File: config.mk
export PLATFORM = sky130hd
export DESIGN_NAME = core_seq_ctrl
export DESIGN_NICKNAME = d
export VERILOG_FILES = /design/src/rtl/core_seq_ctrl.sv
export SDC_FILE = /design/constraint.sdc
export NUM_CORES = 1
export LEC_CHECK = 0
export ABC_AREA = 1
export CAP_MARGIN = 25
export CORE_MARGIN = 8
export CORE_UTILIZATION = 40
export CTS_BUF_LIST = sky130_fd_sc_hd__clkbuf_8
export CTS_CLUSTER_SIZE = 40
export DETAILED_ROUTE_END_ITERATION = 12
export PLACE_DENSITY = 0.78
export SYNTH_ARGS = -nofsm -noshare
export SYNTH_HDL_FRONTEND = slang
export SYNTH_SLANG_ARGS = --single-unit
File: constraint.sdc
create_clock -name clk -period 4.1 [get_ports clk]
set_input_delay 1.025 -clock clk [delete_from_list [all_inputs] [get_ports clk]]
set_output_delay 1.025 -clock clk [all_outputs]
set_load 0.1 [all_outputs]
File: src/rtl/core_seq_ctrl.sv
`default_nettype none
// +--------------------------------------------------------------------+
// | core_seq_ctrl : multi-cycle RV32I sequencer over one shared bus    |
// | Revision      : 1.0                                                |
// +--------------------------------------------------------------------+
module core_seq_ctrl #(
  parameter int BUS_TIMEOUT = 16
) (
  input  logic        clk,
  input  logic        rst,
  input  logic        fault,
  input  logic [1:0]  mem_op,
  input  logic [1:0]  wb_op,
  input  logic [1:0]  jmp_op,
  input  logic        branch_taken,
  input  logic        halt_req,
  input  logic        bus_ready,
  output logic        bus_req,
  output logic        bus_sel,
  output logic        bus_we,
  output logic        ir_we,
  output logic        mdr_we,
  output logic        rf_we,
  output logic        pc_we,
  output logic        pc_sel,
  output logic [2:0]  state,
  output logic        halted,
  output logic        trap,
  output logic [1:0]  trap_cause,
  output logic [31:0] instret
);

  typedef enum logic [2:0] {
    FETCH  = 3'd0,
    DECODE = 3'd1,
    EXEC   = 3'd2,
    MEM    = 3'd3,
    WB     = 3'd4,
    HALT   = 3'd5,
    TRAP   = 3'd6
  } state_t;

  // The counter never has to hold more than BUS_TIMEOUT-1.
  localparam int              CNT_W    = (BUS_TIMEOUT > 1) ? $clog2(BUS_TIMEOUT) : 1;
  localparam logic [CNT_W-1:0] CNT_LAST = CNT_W'(BUS_TIMEOUT - 1);

  state_t           state_q,   state_d;
  logic [CNT_W-1:0] cnt_q,     cnt_d;
  logic [31:0]      instret_q, instret_d;
  logic [1:0]       cause_q,   cause_d;

  logic w_req, w_sel, w_we, w_ir, w_mdr, w_rf, w_pc, w_pcs;

  always_comb begin
    state_d   = state_q;
    cnt_d     = cnt_q;
    instret_d = instret_q;
    cause_d   = cause_q;
    w_req     = 1'b0;
    w_sel     = 1'b0;
    w_we      = 1'b0;
    w_ir      = 1'b0;
    w_mdr     = 1'b0;
    w_rf      = 1'b0;
    w_pc      = 1'b0;
    w_pcs     = 1'b0;

    case (state_q)
      FETCH: begin
        // A zero counter marks the first FETCH cycle, the only one where halt is honoured.
        if ((cnt_q == '0) && halt_req) begin
          state_d = HALT;
        end else begin
          w_req = 1'b1;
          if (bus_ready) begin
            w_ir    = 1'b1;
            state_d = DECODE;
          end
        end
      end
      DECODE: begin
        if (fault) begin
          state_d = TRAP;
          cause_d = 2'd1;
        end else if ((&mem_op) || (&wb_op) || (&jmp_op)) begin
          state_d = TRAP;
          cause_d = 2'd2;
        end else begin
          state_d = EXEC;
        end
      end
      EXEC: begin
        state_d = (mem_op != 2'd0) ? MEM : WB;
      end
      MEM: begin
        w_req = 1'b1;
        w_sel = 1'b1;
        w_we  = (mem_op == 2'd2);
        if (bus_ready) begin
          w_mdr   = (mem_op == 2'd1);
          state_d = WB;
        end
      end
      WB: begin
        w_rf      = (wb_op != 2'd0);
        w_pc      = 1'b1;
        w_pcs     = (jmp_op == 2'd1) || ((jmp_op == 2'd2) && branch_taken);
        instret_d = instret_q + 32'd1;
        state_d   = FETCH;
      end
      HALT: begin
        if (!halt_req) begin
          state_d = FETCH;
        end
      end
      TRAP: begin
        state_d = TRAP;
      end
      default: begin
        state_d = FETCH;
      end
    endcase

    if (w_req && !bus_ready) begin
      if (cnt_q == CNT_LAST) begin
        state_d = TRAP;
        cause_d = 2'd3;
      end else begin
        cnt_d = cnt_q + 1'b1;
      end
    end
    if (w_req && bus_ready) begin
      cnt_d = '0;
    end
    if (state_d != state_q) begin
      cnt_d = '0;
    end
  end

  always_ff @(posedge clk) begin
    if (rst) begin
      state_q   <= FETCH;
      cnt_q     <= '0;
      instret_q <= 32'd0;
      cause_q   <= 2'd0;
    end else begin
      state_q   <= state_d;
      cnt_q     <= cnt_d;
      instret_q <= instret_d;
      cause_q   <= cause_d;
    end
  end

  // Strobes are forced low while reset is held so an abandoned transfer cannot write.
  assign bus_req    = w_req & ~rst;
  assign bus_sel    = w_sel & ~rst;
  assign bus_we     = w_we  & ~rst;
  assign ir_we      = w_ir  & ~rst;
  assign mdr_we     = w_mdr & ~rst;
  assign rf_we      = w_rf  & ~rst;
  assign pc_we      = w_pc  & ~rst;
  assign pc_sel     = w_pcs & ~rst;
  assign state      = state_q;
  assign halted     = (state_q == HALT);
  assign trap       = (state_q == TRAP);
  assign trap_cause = cause_q;
  assign instret    = instret_q;

endmodule
`default_nettype wire

# --- After elaboration in Yosys (flattened, before gate mapping) ---
# Cells that the tools add are included.
op_classes:
  n_addsub: 2
  n_eq_ne: 12
  n_mux: 27
  bitwise: 10
  reduce_logical: 17
ops:
  columns: ["operator", "count"]
  rows:
  - ["adder 32 x 1 -> 32 bit, second input constant", 1]
  - ["2-to-1 mux 3 bit", 9]
  - ["one-hot mux 3 bit (6 select lines)", 1]
  - ["2-to-1 mux 1 bit", 11]
  - ["2-to-1 mux 2 bit", 5]
  - ["== test 3 bit, second input constant", 3]
  - ["AND 1 bit", 8]
  - ["AND reduction 2 bit", 4]
  - ["== test 3 x 2 -> 1 bit, second input constant", 2]
  - ["adder 4 x 1 -> 4 bit, second input constant", 1]
  - ["== test 2 x 1 -> 1 bit, second input constant", 2]
  - ["== test 2 bit, second input constant", 2]
  - ["== test 4 bit, second input constant", 1]
  - ["logical AND 1 bit", 4]
  - ["logical NOT 4 bit", 1]
  - ["nonzero test 2 bit", 2]
  - ["== test 3 x 1 -> 1 bit, second input constant", 1]
  - ["logical NOT 3 bit", 1]
  - ["logical OR 1 bit", 3]
  - ["!= test 3 bit", 1]
  - ["OR reduction 3 bit", 1]
  - ["NOT 1 bit", 2]
  - ["one-hot mux 1 bit (2 select lines)", 1]
  - ["logical NOT 1 bit", 1]
word_totals:
  reg_bits: 41
  input_bits: 12
  output_inout_bits: 47
  elab_cells: 72

# --- Logic depth before layout (Yosys ltp) ---
depth:
  ltp_word: 10
  depth_mapped: 14

# --- Least setup slack after synthesis ---
# No wires, ideal clock.
synth_timing:
  path_type: "register to output"
  start: "register state_q[0], in the netlist state[0]"
  end: "output mdr_we"
  t_arrival_ns: 5.654
  required_ns: 3.075
  setup_slack_ns: -2.579
  stages_incl_launch_ff: 5
  n_path_buf: 0
  cell_sequence: "dfxtp_1 nand3_1 nor2_1 inv_1 nor4_1"
synth_via:
  elab_chain_len: 3
synth_rtl:
  columns: ["item", "line_no", "source"]
  rows:
  - ["from (decl)", "47", "state_t state_q, state_d;"]
  - ["from (signal assigned)", "147", "state_q <= state_d;"]
  - ["== test 3 x 2 -> 1 bit", "68", "case (state_q)"]
  - ["2-to-1 mux 1 bit", "68", null]
  - ["AND 1 bit", "159", "assign mdr_we = w_mdr & ~rst;"]
  - ["to (decl)", "22", "output logic mdr_we,"]
# Every way passes these cells.

# --- Final worst setup path ---
layout_timing:
  start: "input rst"
  end: "output mdr_we"
layout_via:
  elab_chain_len: 2
layout_rtl:
  columns: ["item", "line_no", "source"]
  rows:
  - ["from (decl)", "10", "input logic rst,"]
  - ["NOT 1 bit", "159", null]
  - ["AND 1 bit", "159", null]
# Every way passes these cells.

==> flow_summary.yaml <==
synthesis:
  yosysTopAreaCell: "dfxtp_1"
  synthXorXnorAreaFrac_pct: 4.76
  synth_commonest_cells: "nand2_1 (111), nor2_1 (62), inv_1 (50)"
  yosys_most_used_dff: "dfxtp_1"
  async_flop_share_pct: 0
  yosysWarningCount: 0
  synth.net_count: 424
  netlist_area_sq_mm: 0.00257
  yosys.area_share.adder_pct: 1.46
  synth_top_cell_area_share_pct: 31.9
  synth.most_common_cell: "nand2_1"
  synth_top_family_by_area: "simple AND/OR/NAND/NOR gates"
  synth_compound_area_share_pct: 10.4
  netlist_instances: 409
  ys_seq_elements: 41
  ys_types: 31
  synth.area.mux_share_pct: 0
  post_synth.cell_area_avg_sq_um: 6.29
  synth_top_cells_by_area: "dfxtp_1 (32%), nand2_1 (16%), nor2_1 (9.0%), inv_1 (7.3%), a21oi_1 (6.4%)"
  synth_edf_count: 0
  yosys.area_share.simple_pct: 42.5
  ys_seq_area_share_pct: 31.9
timing:
  fin_skew_ns: 0.0106
  min_period_ns: 3.40
  slew_viol_final: 0
  worst_pin_slew_ns: 0.980
  fmax_mhz: 294
  hold-worst-slack_ns: 0.494
  maxSlewHeadroom_pct: 34.5
  period_share_pct: 82.8
  fin_ws_ns: 0.704
  finalSetupViolations: 0
  rsz0062_at_grt: "false"
  hold_violations: 0
power:
  leakage_nw: 1.22
  powerDensity_mw_per_mm2: 460
  ir_drop_uv: 425
finish:
  areaGrowthSynthToFinish_pct: 34.0
  drive_gt1_share_pct: 10.0
  final_nets: 483
  final_area_sq_mm: 0.00345
  fill_cells: 613
  final_cells: 546
  antenna_cells: 0
route:
  dr.pass1.iters: 4
  vias: 2756
  routed_wirelength_mm: 6.96
  ant_nets: 0
  avgRoutedWirePerCell_um: 12.7
  drc: 0
  routed_via_density: 5.05
  drt_iter0_drc: 96
floorplan:
  row_count: 29
  num_io_pins: 59
  chipWidth_um: 96.2
  core_area_sq_mm: 0.00628
  start_util_pct: 41.0
  die_area_sq_mm: 0.00926
  die_h_um: 96.2
worst_setup_path:
  crit_arrival_ns: 2.37
  max_stage_delay_ns: 0.60
  crit_type: "primary input to output port"
  end_kind: "output port"
  worstSetupStartpointType: "primary input"
  required_ns: 3.07
  path_max_fanout: 6
  crit_slowest_cell: "clkdlybuf4s50_1"
  cp_cell_sequence: "clkdlybuf4s50_1 > nor2_4 > inv_1 > nor4_4 > buf_12"
  cp_num_buf_inv: 3
  crit_family: "buffers and inverters"
placed_design:
  pre_cts_ws_ns: 0.692
  dpl.hpwl_mm: 5.46
  port_buffers: 58
  place_area_sq_mm: 0.00335
  placed_cells: 538
  gp_congestion: 0.919
cts:
  ctsHoldBuffers: 0
  tritoncts: "yes"
  cts_made_buffers: 5
  postCtsSetupBuffers: 0
  cts-root-buf: "clkbuf_8"
  post_cts_resized: 0
  cts_num_sinks: 41
  clk_path_buf_depth: 2
  htree_levels: 2
  clk_pin_slew_ns: 0.08
  insertion_delay_ns: 0.30
job:
  max_cap_violations: 0
grt:
  grt_overflow: 0
  grt_pass1_vias: 2691
  grt_max_degree: 24
  grt_antenna_before_repair: 0
  grt_first_pass_wirelength_mm: 12.2
  grt_usage_pct: 16.1
min_path:
  hold_path.class: "flop to flop"
outcome:
  outcome: "finished, final reports clean"
==> cells in the final DEF, fill, tap and decap left out <==
cell type / count
xnor2_1: 5
dfxtp_1: 41
nor2_1: 59
nand2_2: 3
xor2_1: 9
clkinv_2: 1
buf_12: 8
nor3_4: 1
inv_2: 2
nor2_8: 1
nand3_2: 1
inv_4: 1
clkdlybuf4s50_1: 47
buf_4: 4
nor4_4: 1
nand3b_1: 1
o21ai_0: 16
inv_1: 50
o21a_1: 2
nand2_4: 1
nand3_4: 3
a21oi_1: 33
nor3_2: 1
nor3_1: 19
a31oi_1: 1
nand4_1: 7
nor2_4: 5
nand2_1: 111
nand3_1: 17
nand4_2: 1
nor2_2: 6
clkbuf_8: 7
ha_1: 3
and3_1: 1
==> path summary, 6_finish.rpt <==
kind,slack (ns),end,depth (start not counted),start
hold / removal,0.49,instret[30],2,instret[30]
hold reg to reg,0.49,instret[30],2,instret[30]
setup reg to reg,2.20,instret[17],9,state[2]
setup / recovery,0.70,mdr_we,5,rst
==> flip-flops by register name, indices dropped and copies added, names as in the netlist <==
register / cells
instret: 32
cnt_q: 4
state: 3
trap_cause: 2
==> worst min-delay path: cells and delay by family (launching register included) <==
family,cells,cell delay [ns]
flops,1,0.33
simple gates,1,0.06
compound gates,1,0.06
==> cells by family (layout without fill, tap and decap cells) <==
logic type               after synthesis  count (layout)
buffers and inverters                 60             120
AO/OA/AOI/OAI                         52              52
adder cells (fa/ha/maj)                3               3
AND/OR/NAND/NOR                      239             239
flip-flops                            41              41
XOR/XNOR                              14              14
==> layout make-up <==
cell class	instances	area (sq um)	area share, %
Sequential cell	41	821	23.8
Timing Repair Buffer	59	661	19.2
Inverter	53	201	5.84
Clock buffer	7	96.3	2.79
Multi-Input combinational cell	308	1570	45.5
Tap cell	77	96.3	2.79
Clock inverter	1	5.00	0.145
==> per-stage QoR <==
stage / utilization [%] / total power, mW / setup TNS [ns]
2_1_floorplan: - / 1.11 / -0.0759
5_1_grt: 55.0 / 1.69 / 0
3_3_place_gp: 53.3 / 1.30 / 0
6_report: 55.0 / 1.59 / 0
3_5_place_dp: 53.3 / 1.30 / 0
4_1_cts: 55.0 / 1.60 / 0
==> layer usage <==
metal / GRT usage, % / up-vias / routed length, um
li1: - / 1424 / -
met1: 19.0 / 1245 / 3020
met2: 27.7 / 78 / 3350
met3: 4.99 / 9 / 502
met4: 3.97 / 0 / 91
met5: 0 / - / 0
==> power by group <==
part	internal (mW)	leakage, nW	switching, mW
clock network	0.152	0.0542	0.142
logic	0.210	0.833	0.603
registers	0.427	0.331	0.0537
total	0.789	1.22	0.799
(Power assumes the default switching activity.)
==> edit: new RTL, config.mk and constraints unchanged <==
Take the reset off `instret_q` and load it in a clocked block of its own.
--- a/src/rtl/core_seq_ctrl.sv
+++ b/src/rtl/core_seq_ctrl.sv
@@ -142,12 +142,14 @@
       state_q   <= FETCH;
       cnt_q     <= '0;
-      instret_q <= 32'd0;
       cause_q   <= 2'd0;
     end else begin
       state_q   <= state_d;
       cnt_q     <= cnt_d;
-      instret_q <= instret_d;
       cause_q   <= cause_d;
     end
+  end
+
+  always_ff @(posedge clk) begin
+    instret_q <= instret_d;
   end
 
Formal check against the unedited RTL: differs if rst is asserted again (counterexample within 10 cycles, from zero or initial values and one cycle with rst high); with rst held inactive, the same outputs for 10 cycles.
==> edit against the original RTL <==
Sequential share of layout area up 10 points; worst setup slack worse by 0.094 ns; design area down 1.9%; area after synthesis down 1.4%; largest cell class unchanged; synthesized cell count down 27%; sequential cell count unchanged; routed wire length down 16%; global-route usage down 2.4 points; critical endpoint unchanged; hold slack better by 0.010 ns.
Power is not compared: it rests on default switching activity, and its combinational part moved more than twofold at a synthesized area within 25%.
==> edit: results (changes against the original RTL) <==
layout:
  layoutNonFillerInstCount: 439  # -20%
  ff_latch_area_um2: 1140  # +39%
  seq_cells: 41  # unchanged
  bufAreaShareNonClock: 0.189  # -0.00290
  seq-cell-share: 0.338  # +0.100
  final_nets: 377  # -22%
  final-clk-cell-share: 0.0226  # -0.00682
  fillers: 590  # -3.8%
logic_synthesis:
  synth.area.top_cells: "edfxtp_1, nand2_1, dfxtp_1"
  synthAdderAreaFrac: 0.0148  # +0.000209
  synth_nets: 315  # -26%
  synth_compound_area_frac: 0.0296  # -0.0740
  yosys.area_share.xor_xnor: 0.107  # +0.0594
  synth-edff-count: 32  # +32
  syn_area_per_cell_um2: 8.46  # +34%
critical_path:
  critPathMaxFanout: 10  # +4
  r2r-end: "instret[30]"
  reg2reg_slack_ns: 2.24  # +0.04 ns
  crit_arrival_ns: 2.47  # +0.10 ns
  r2r_cells: 8  # -1
global_routing:
  grt_pass1_vias: 2150  # -20%
  grt_max_degree: 33  # +38%
  grt_first_pass_wirelength_um: 9900  # -19%
worst_hold_path:
  min_from: "trap_cause[0]"
  hold_path_end: "trap_cause[0]"
placed_design:
  gp_congestion: 0.889  # -3.4%
  place_ws_ns: 0.591  # -0.100 ns
route:
  drt-initial-drc-count: 118  # +23%
  vias_per_cell: 4.96  # -1.7%
  routed_wl_um: 5850  # -16%
sta:
  whs_ns: 0.504  # +0.0100 ns
  worst_clock_skew_ns: 0.00880  # -0.00178 ns
  worst_pin_slew_ns: 1.02  # +0.0357 ns
status:
  outcome: "finished, final reports clean"
## edit: cell types whose count changed in the layout (fill, tap and decap cells not counted), sizes merged, moves of 10 or more
cell    change
xor2       +11
o21ai      -10
a21oi      -28
inv        -12
nor2       -27
nand2      -45
dfxtp      -32
edfxtp     +32
## edit: worst max-delay path, cell delays in order
cell,delay (ns)
clkdlybuf4s50_1,0.68
nor2_4,0.20
inv_2,0.08
nor4_4,0.26
buf_12,0.22
## edit: power by group through the flow
stage	logic (mW)	clock network [mW]	registers (mW)
after global placement	1.65	0	0.786
after global routing	1.74	0.268	0.809
after detailed placement	1.66	0	0.790
final	1.65	0.245	0.782
after floorplan	0.614	0	1.47
after CTS	1.67	0.251	0.783
## edit: per-layer routing
layer	GRT usage	part of all wire	vias up
li1	-	-	1101
met1	0.147	0.40	1000
met2	0.247	0.50	72
met3	0.0488	0.088	5
met4	0.0384	0.010	0
met5	0	0	-
